$ cat src/rtl/f1_race_ctrl_if.sv
// Signal bundle between the F1 race-start controller, its button/light inputs
// and the display logic; the controller uses the slave modport.
interface f1_race_ctrl_if #(
   parameter int unsigned W = 10
);
   logic          start_btn;
   logic          react_btn;
   logic          ms_tick;
   logic [7:0]    lights;
   logic          trigger;
   logic          busy;
   logic          res_valid;
   logic [W-1:0]  reaction_ms;
   logic          false_start;
   logic          timeout;
   logic [W-1:0]  best_ms;

   modport slave (
      input  start_btn, react_btn, ms_tick, lights,
      output trigger, busy, res_valid, reaction_ms, false_start, timeout, best_ms
   );

   modport master (
      output start_btn, react_btn, ms_tick, lights,
      input  trigger, busy, res_valid, reaction_ms, false_start, timeout, best_ms
   );
endinterface

$ cat src/rtl/f1_race_ctrl.sv
// Race-start sequencer and reaction timer around the F1 start-light unit.
// Optional BEST_TIME_EN macro builds the best (minimum) reaction-time tracker.
module f1_race_ctrl #(
   parameter int unsigned W         = 10,
   parameter int unsigned MAX_MS    = 999,
   parameter int unsigned SEQ_TO_MS = 4000
) (
   input  logic           clk,
   input  logic           rst,
   f1_race_ctrl_if.slave  bus
);
   typedef enum logic [2:0] {
      S_IDLE, S_ARM, S_SEQ, S_HOLD, S_TIMING, S_DONE, S_FAULT
   } state_t;

   state_t        r_state, w_next;
   logic          r_start_in, r_start_prev, r_react_in, r_react_prev;
   logic [W-1:0]  r_cnt;
   logic [11:0]   r_seq_cnt;
   logic          r_res_valid, r_false_start, r_timeout;
   logic [W-1:0]  r_reaction_ms;

   logic w_start_edge, w_react_edge;
   logic w_clr_flags, w_clr_cnt, w_clr_seq, w_inc_cnt, w_inc_seq;
   logic w_capture, w_set_fs, w_set_to;

   // Inputs are registered first, so an edge is seen one cycle after the level rises.
   assign w_start_edge = r_start_in & ~r_start_prev;
   assign w_react_edge = r_react_in & ~r_react_prev;

   always_ff @(posedge clk or negedge rst) begin
      if (!rst) begin
         r_start_in   <= 1'b0;
         r_start_prev <= 1'b0;
         r_react_in   <= 1'b0;
         r_react_prev <= 1'b0;
      end else begin
         r_start_in   <= bus.start_btn;
         r_start_prev <= r_start_in;
         r_react_in   <= bus.react_btn;
         r_react_prev <= r_react_in;
      end
   end

   always_ff @(posedge clk or negedge rst) begin
      if (!rst) r_state <= S_IDLE;
      else      r_state <= w_next;
   end

   always_comb begin
      w_next      = r_state;
      w_clr_flags = 1'b0;
      w_clr_cnt   = 1'b0;
      w_clr_seq   = 1'b0;
      w_inc_cnt   = 1'b0;
      w_inc_seq   = 1'b0;
      w_capture   = 1'b0;
      w_set_fs    = 1'b0;
      w_set_to    = 1'b0;
      case (r_state)
         S_IDLE, S_DONE, S_FAULT: begin
            if (w_start_edge) begin
               w_next      = S_ARM;
               w_clr_flags = 1'b1;
            end
         end
         S_ARM: begin
            w_next    = S_SEQ;
            w_clr_cnt = 1'b1;
            w_clr_seq = 1'b1;
         end
         // A react edge beats any light transition in the same cycle.
         S_SEQ: begin
            if (w_react_edge) begin
               w_next   = S_FAULT;
               w_set_fs = 1'b1;
            end else if (bus.lights == 8'hFF) begin
               w_next = S_HOLD;
            end else if (r_seq_cnt == 12'(SEQ_TO_MS)) begin
               w_next   = S_FAULT;
               w_set_to = 1'b1;
            end else if (bus.ms_tick) begin
               w_inc_seq = 1'b1;
            end
         end
         S_HOLD: begin
            if (w_react_edge) begin
               w_next   = S_FAULT;
               w_set_fs = 1'b1;
            end else if (bus.lights == 8'h00) begin
               w_next    = S_TIMING;
               w_clr_cnt = 1'b1;
            end
         end
         S_TIMING: begin
            if (w_react_edge) begin
               w_next    = S_DONE;
               w_capture = 1'b1;
            end else if (r_cnt == W'(MAX_MS)) begin
               w_next   = S_FAULT;
               w_set_to = 1'b1;
            end else if (bus.ms_tick) begin
               w_inc_cnt = 1'b1;
            end
         end
         default: w_next = S_IDLE;
      endcase
   end

   always_ff @(posedge clk or negedge rst) begin
      if (!rst) begin
         r_cnt         <= '0;
         r_seq_cnt     <= '0;
         r_res_valid   <= 1'b0;
         r_reaction_ms <= '0;
         r_false_start <= 1'b0;
         r_timeout     <= 1'b0;
      end else begin
         if (w_clr_cnt)      r_cnt <= '0;
         else if (w_inc_cnt) r_cnt <= r_cnt + 1'b1;
         if (w_clr_seq)      r_seq_cnt <= '0;
         else if (w_inc_seq) r_seq_cnt <= r_seq_cnt + 1'b1;
         r_res_valid <= w_capture;
         if (w_capture) r_reaction_ms <= r_cnt;
         if (w_clr_flags) begin
            r_false_start <= 1'b0;
            r_timeout     <= 1'b0;
         end else begin
            if (w_set_fs) r_false_start <= 1'b1;
            if (w_set_to) r_timeout     <= 1'b1;
         end
      end
   end

`ifdef BEST_TIME_EN
   logic [W-1:0] r_best;

   always_ff @(posedge clk or negedge rst) begin
      if (!rst)                              r_best <= '1;
      else if (w_capture && (r_cnt < r_best)) r_best <= r_cnt;
   end

   assign bus.best_ms = r_best;
`else
   assign bus.best_ms = '1;
`endif

   assign bus.trigger     = (r_state == S_ARM);
   assign bus.busy        = (r_state == S_ARM) || (r_state == S_SEQ) ||
                            (r_state == S_HOLD) || (r_state == S_TIMING);
   assign bus.res_valid   = r_res_valid;
   assign bus.reaction_ms = r_reaction_ms;
   assign bus.false_start = r_false_start;
   assign bus.timeout     = r_timeout;
endmodule
$ cat src/flat_wrapper.sv
// flat-port wrapper written by rule: the top's interface ports become plain ports
module f1_race_ctrl_flat 
#(
   parameter int unsigned W         = 10,
   parameter int unsigned MAX_MS    = 999,
   parameter int unsigned SEQ_TO_MS = 4000
)
  (clk, rst, bus_start_btn, bus_react_btn, bus_ms_tick, bus_lights, bus_trigger, bus_busy, bus_res_valid, bus_reaction_ms, bus_false_start, bus_timeout, bus_best_ms);
  f1_race_ctrl_if #(.W(W)) bus_i ();
  input  logic clk;
  input  logic rst;
  input wire logic [$bits(bus_i.start_btn)-1:0] bus_start_btn;
  input wire logic [$bits(bus_i.react_btn)-1:0] bus_react_btn;
  input wire logic [$bits(bus_i.ms_tick)-1:0] bus_ms_tick;
  input wire logic [$bits(bus_i.lights)-1:0] bus_lights;
  output wire logic [$bits(bus_i.trigger)-1:0] bus_trigger;
  output wire logic [$bits(bus_i.busy)-1:0] bus_busy;
  output wire logic [$bits(bus_i.res_valid)-1:0] bus_res_valid;
  output wire logic [$bits(bus_i.reaction_ms)-1:0] bus_reaction_ms;
  output wire logic [$bits(bus_i.false_start)-1:0] bus_false_start;
  output wire logic [$bits(bus_i.timeout)-1:0] bus_timeout;
  output wire logic [$bits(bus_i.best_ms)-1:0] bus_best_ms;
  assign bus_i.start_btn = bus_start_btn;
  assign bus_i.react_btn = bus_react_btn;
  assign bus_i.ms_tick = bus_ms_tick;
  assign bus_i.lights = bus_lights;
  assign bus_trigger = bus_i.trigger;
  assign bus_busy = bus_i.busy;
  assign bus_res_valid = bus_i.res_valid;
  assign bus_reaction_ms = bus_i.reaction_ms;
  assign bus_false_start = bus_i.false_start;
  assign bus_timeout = bus_i.timeout;
  assign bus_best_ms = bus_i.best_ms;
  f1_race_ctrl #(.W(W), .MAX_MS(MAX_MS), .SEQ_TO_MS(SEQ_TO_MS)) u_core (.clk(clk), .rst(rst), .bus(bus_i));
endmodule
$ cat config.mk
export PLATFORM = sky130hd
export DESIGN_NAME = f1_race_ctrl_flat
export DESIGN_NICKNAME = d
export VERILOG_FILES = /design/src/rtl/f1_race_ctrl_if.sv /design/src/rtl/f1_race_ctrl.sv /design/src/flat_wrapper.sv
export SDC_FILE = /design/constraint.sdc
export NUM_CORES = 1
export LEC_CHECK = 0
export CORE_MARGIN = 1.5
export CORE_UTILIZATION = 49
export CTS_BUF_LIST = sky130_fd_sc_hd__clkbuf_8
export CTS_CLUSTER_DIAMETER = 50
export DETAILED_ROUTE_END_ITERATION = 10
export PLACE_DENSITY_LB_ADDON = 0.25
export SLEW_MARGIN = 20
export SYNTH_ARGS = -nofsm -noshare
export SYNTH_HDL_FRONTEND = slang
export SYNTH_SLANG_ARGS = --single-unit
$ cat constraint.sdc
create_clock -name clk -period 1.8 [get_ports clk]
set_clock_uncertainty 0.15 [all_clocks]
set_input_delay 0.27 -clock clk [delete_from_list [all_inputs] [get_ports clk]]
set_output_delay 0.27 -clock clk [all_outputs]
set_load 0.005 [all_outputs]
* Yosys cells after proc, flatten, opt, wreduce, memory -nomap -nowiden
Cells that the tools add are included. W data, S select, Z words.
Operators by class: equal/unequal tests 13, reductions and logical operators 12, bitwise gates (word level) 4, multiplexer cells 40, add/subtract/negate cells 2
Operator list (number):
- $mux W1 | 25
- $mux W12 | 2
- $mux W3 | 8
- $mux W10 | 2
- $pmux W3 S5 | 1
- $add A12 B1 Y12 const B | 1
- $eq A12 B12 Y1 const B | 1
- $add A10 B1 Y10 const B | 1
- $eq A10 B10 Y1 const B | 1
- $eq A3 B3 Y1 const B | 3
- $eq A8 B8 Y1 const B | 1
- $logic_not A8 Y1 | 1
- $reduce_bool A2 Y1 | 4
- $eq A3 B2 Y1 const B | 2
- $ne A3 B1 Y1 const B | 2
- $ne A4 B1 Y1 const B | 1
- $pmux W1 S2 | 2
- $reduce_and A4 Y1 | 1
- $eq A3 B1 Y1 const B | 1
- $logic_not A3 Y1 | 1
- $logic_or A1 B1 Y1 | 3
- $reduce_or A3 Y1 | 1
- $and A1 B1 Y1 | 2
- $ne A2 B1 Y1 const B | 1
- 2 further kinds | 3
Word-level totals: flip-flop bits (word level) 42, output and inout port bits 25, word-level logic and storage cells 82, input bits 13

* Longest topological paths before layout
depth after elaboration 7, depth in mapped cells 8, gate-level depth less buffers 7

* Least setup slack after synthesis
OpenSTA, ideal clock, no wires.
path kind flip-flop to flip-flop, from register u_core.r_seq_cnt[0], to register u_core.r_state[1], clock period less this slack 1.945 ns, library setup time 0.124 ns, path slack -0.145 ns, data arrival time 1.671 ns, required time 1.526 ns, cell stages (with the launch flop) 9, path buffers 1, cell sequence dfrtp_1 -> inv_1 -> ha_1 -> nor4bb_1 -> nand4_1 -> clkbuf_1 -> nand2_1 -> nand3_1 -> o31a_1
On the way: longest elaborated chain between the ends 3
RTL lines:
- start, declared | line f1_race_ctrl.sv:19 | logic [11:0] r_seq_cnt;
- start signal, assigned | line f1_race_ctrl.sv:122 | else if (w_inc_seq) r_seq_cnt <= r_seq_cnt + 1'b1;
- $eq A12 B12 Y1 | line f1_race_ctrl.sv:79 | end else if (r_seq_cnt == 12'(SEQ_TO_MS)) begin
- $ne A4 B1 Y1 (no source line)
- $reduce_and A4 Y1 (no source line)
- end signal, assigned | line f1_race_ctrl.sv:47 | else r_state <= w_next;
- end, declared | line f1_race_ctrl.sv:16 | state_t r_state, w_next;
No other way between the ends. A chain may end at the register's enable or synchronous reset.

* Worst setup path after layout
from input bus_lights[4], to register u_core.r_state[1]
On the way: longest elaborated chain between the ends 4, elaborated cells between the ends (all ways) 8, those cells by class eq/ne (3); mux (3); reduce/logical (2)
RTL lines:
- start, declared | line flat_wrapper.sv:15 | input wire logic [$bits(bus_i.lights)-1:0] bus_lights;
- $eq A8 B8 Y1 | line f1_race_ctrl.sv:77 | end else if (bus.lights == 8'hFF) begin
- $mux W3 | line f1_race_ctrl.sv:77
- $mux W3 | line f1_race_ctrl.sv:74 | if (w_react_edge) begin
- $pmux W3 S5 | line f1_race_ctrl.sv:60 | case (r_state)
Parallel ways exist; a longest one is shown, timed or not.

==> metrics.yaml <==
core_mm2: 0.00435
leakagePower_nw: 1.45
die-area_mm2: 0.00495
ctsLongestPathBuffers: 2
ys_seq_area_share_pct: 47.3
wl_um: 5400
diodes: 0
die_h_um: 70.3
final_layout_size_suffix_gt1_share_pct: 33.9
status: "finished, violations left"
setup-violations-final: 2
async_reset_ff_share_pct: 100
critPathMaxStageDelay_ps: 440
worstSkewPairLatency_ps: 290
syn_area_mm2: 0.00222
ys.flop_type: "dfrtp_1"
synth_top_cells_by_area: "dfrtp_1 (47%), nor2_1 (5.2%), mux2_2 (5.1%), xor2_1 (4.3%), nand4_1 (4.2%)"
cts-buffers-inserted: 5
netlist_instances: 218
rsz0062_at_grt: "yes"
io_pins: 38
ys_seq_elements: 42
ys_types: 47
route.detailed.drc: 0
cts_sinks: 42
power_density_mw_per_mm2: 1090
cts.clk_slew.worst_paths_ps: 80
clock.fmax_mhz: 553
cp_num_buf_inv: 1
globalplace.congestion: 0.847
hold_class: "register to register"
synth.top_cell.area_share_pct: 47.3
critPathSlowestCell: "or4_4"
cts_htree_levels: 2
synth_area_per_cell_um2: 10.2
ir_drop_uv: 809
cts_tree: "yes"
reg2regPathDepth: 7
fin_crit_sh_pct: 100
firstDrtPassIters: 4
crit_fanout: 3
slew_violations: 0
grt_usage_pct: 21.2
worstSetupEndpointType: "register"
r2r_start: "u_core.r_state[1]"
root_buffer: "clkbuf_8"
synth.most_common_cell: "dfrtp_1"
tightest_slew_ps: 520
area_growth_pct: 41.6
io_buffers: 27
rows: 24
grt_pass1_vias: 1864
holdPathStages: 0
die_x_um: 70.3
cap_violations: 0
dp_hpwl_um: 3420
whs_ps: 229
wl_per_cell_um: 15.8
min_to: "u_core.r_start_prev"
min_from: "u_core.r_start_in"
antenna_found_initial: 0
worstSetupPathType: "primary input to register"
yosys.area.top_type: "dfrtp_1"
start_util_pct: 51.0
worstPathCellList: "clkdlybuf4s50_1, or4_4, nor2_4, a2bb2oi_4, nand3_4, o31a_1"
arrival_ps: 1840
fin_ws_ps: -6.95
critPathLaunchType: "primary input"
r2r-end: "u_core.r_cnt[9]"
grt_pass1_wl_um: 8280
drt_iter0_markers: 72
yosysWarnings: 0
synthTopCellsByCount: "dfrtp_1 (42), nor2_1 (31), nand4_1 (15)"
drtAntennaViolNets: 0
dp_slack_ps: -498
synth_edf_count: 0
required_ps: 1830
min_period_ps: 1810
grt_max_degree: 26
final_nets: 305
overflow: 0
via_count: 1856
vias_per_cell: 5.44
reg2reg_slack_ps: 0
cp_top_family: "simple AND/OR/NAND/NOR gates"
hold_viol: 0
violations: "setup timing"
maxSlewHeadroom_pct: 65.3
stage by stage:
stage	utilization [%]	power, W	TNS (ps)	area (um^2)	cells
final	72.2	0.00343	-10.0	3140	341
after global routing	72.2	0.00363	-617	3140	341
after CTS	67.6	0.00316	-61.8	2940	338
after detailed placement	63.7	0.00248	-8200	2770	325
after global placement	63.7	0.00245	-7070	2770	325
after floorplan	-	0.00192	0	2280	227
report_power, final:
group / leakage (nW) / total, W / internal [W] / switching [W]
Combinational: 0.835 / 0.00173 / 0.000948 / 0.000785
Sequential: 0.566 / 0.00114 / 0.00106 / 0.0000728
Clock: 0.0466 / 0.000556 / 0.000256 / 0.000300
per-layer routing:
| metal | GRT usage, % | up-vias | wire length (um) |
|---|---|---|---|
| met5 | 0 | - | 0 |
| met4 | 7.26 | 0 | 77 |
| met3 | 5.34 | 8 | 227 |
| met2 | 35.3 | 49 | 2740 |
| met1 | 27.0 | 911 | 2360 |
| li1 | - | 888 | - |
placed cells by master (no fill, tap or decap), drive strengths merged, types with 8 or more instances in the layout:
master and n:
nor2 31, dfrtp 42, buf 46, mux2 10, xnor2 8, clkdlybuf4s50 18, nand3 9, conb 10
inv 9, xor2 11, nand2 13, nand4 15
flip-flops by register name, indices dropped and copies added (netlist names):
name / flops
u_core.bus.reaction_ms: 10
u_core.bus.timeout: 1
u_core.r_react_prev: 1
u_core.r_state: 3
u_core.r_start_in: 1
u_core.r_start_prev: 1
u_core.r_cnt: 10
u_core.r_seq_cnt: 12
u_core.r_react_in: 1
u_core.bus.false_start: 1
u_core.bus.res_valid: 1
repair_timing:
item                       CTS  global route
gates resized for setup     24            34
setup endpoints to repair   21            36
hold buffers                 1             0
hold endpoints to repair    17             0
cloned                       0             1
pin swaps                    9            13
buffers inserted             5             3
worst max-delay path by stage:
| stage | startpoint | endpoint | slack, ps | cells after the start |
|---|---|---|---|---|
| 3_5_place_dp | bus_lights[0] | u_core.r_state[1] | -500 | 6 |
| 2_1_floorplan | u_core.r_seq_cnt[0] | u_core.r_state[1] | 8 | 8 |
| 6_report | bus_lights[4] | u_core.r_state[1] | -7 | 6 |
| 4_1_cts | u_core.r_state[1] | u_core.r_cnt[8] | -30 | 6 |
| 3_3_place_gp | bus_lights[0] | u_core.r_state[1] | -420 | 6 |
| 5_1_grt | u_core.r_seq_cnt[0] | u_core.bus.timeout | -70 | 8 |
final cells by class:
| class | count | area [um^2] |
|---|---|---|
| timing repair buffer | 73 | 666 |
| multi-input combinational | 160 | 1260 |
| clock inverter | 2 | 7.51 |
| fill | 305 | 1210 |
| tap | 52 | 65.1 |
| inverter | 7 | 26.3 |
| sequential | 42 | 1050 |
| clock buffer | 5 | 68.8 |
worst register-to-register path, delay by kind of cell (launching register included):
kind                   cells  cell delay [ps]
XOR/XNOR                   1              160
buffers and inverters      2              290
flip-flops                 1              440
AND/OR/NAND/NOR            4              640
cell families (layout without fill, tap and decap cells):
group,Yosys count,in the layout,share of synthesized area [%]
DFF,42,42,47.3
and+or+nand+nor,97,97,23.8
xor gates and xnor gates,19,19,7.49
buffers and inverters,25,87,6.93
AOI/OAI and AO/OA,19,19,6.59
adders and majority gates,3,3,1.69
other,1,10,0.169
muxes,12,12,5.97
No activity file was read; power rests on OpenSTA's default activity.
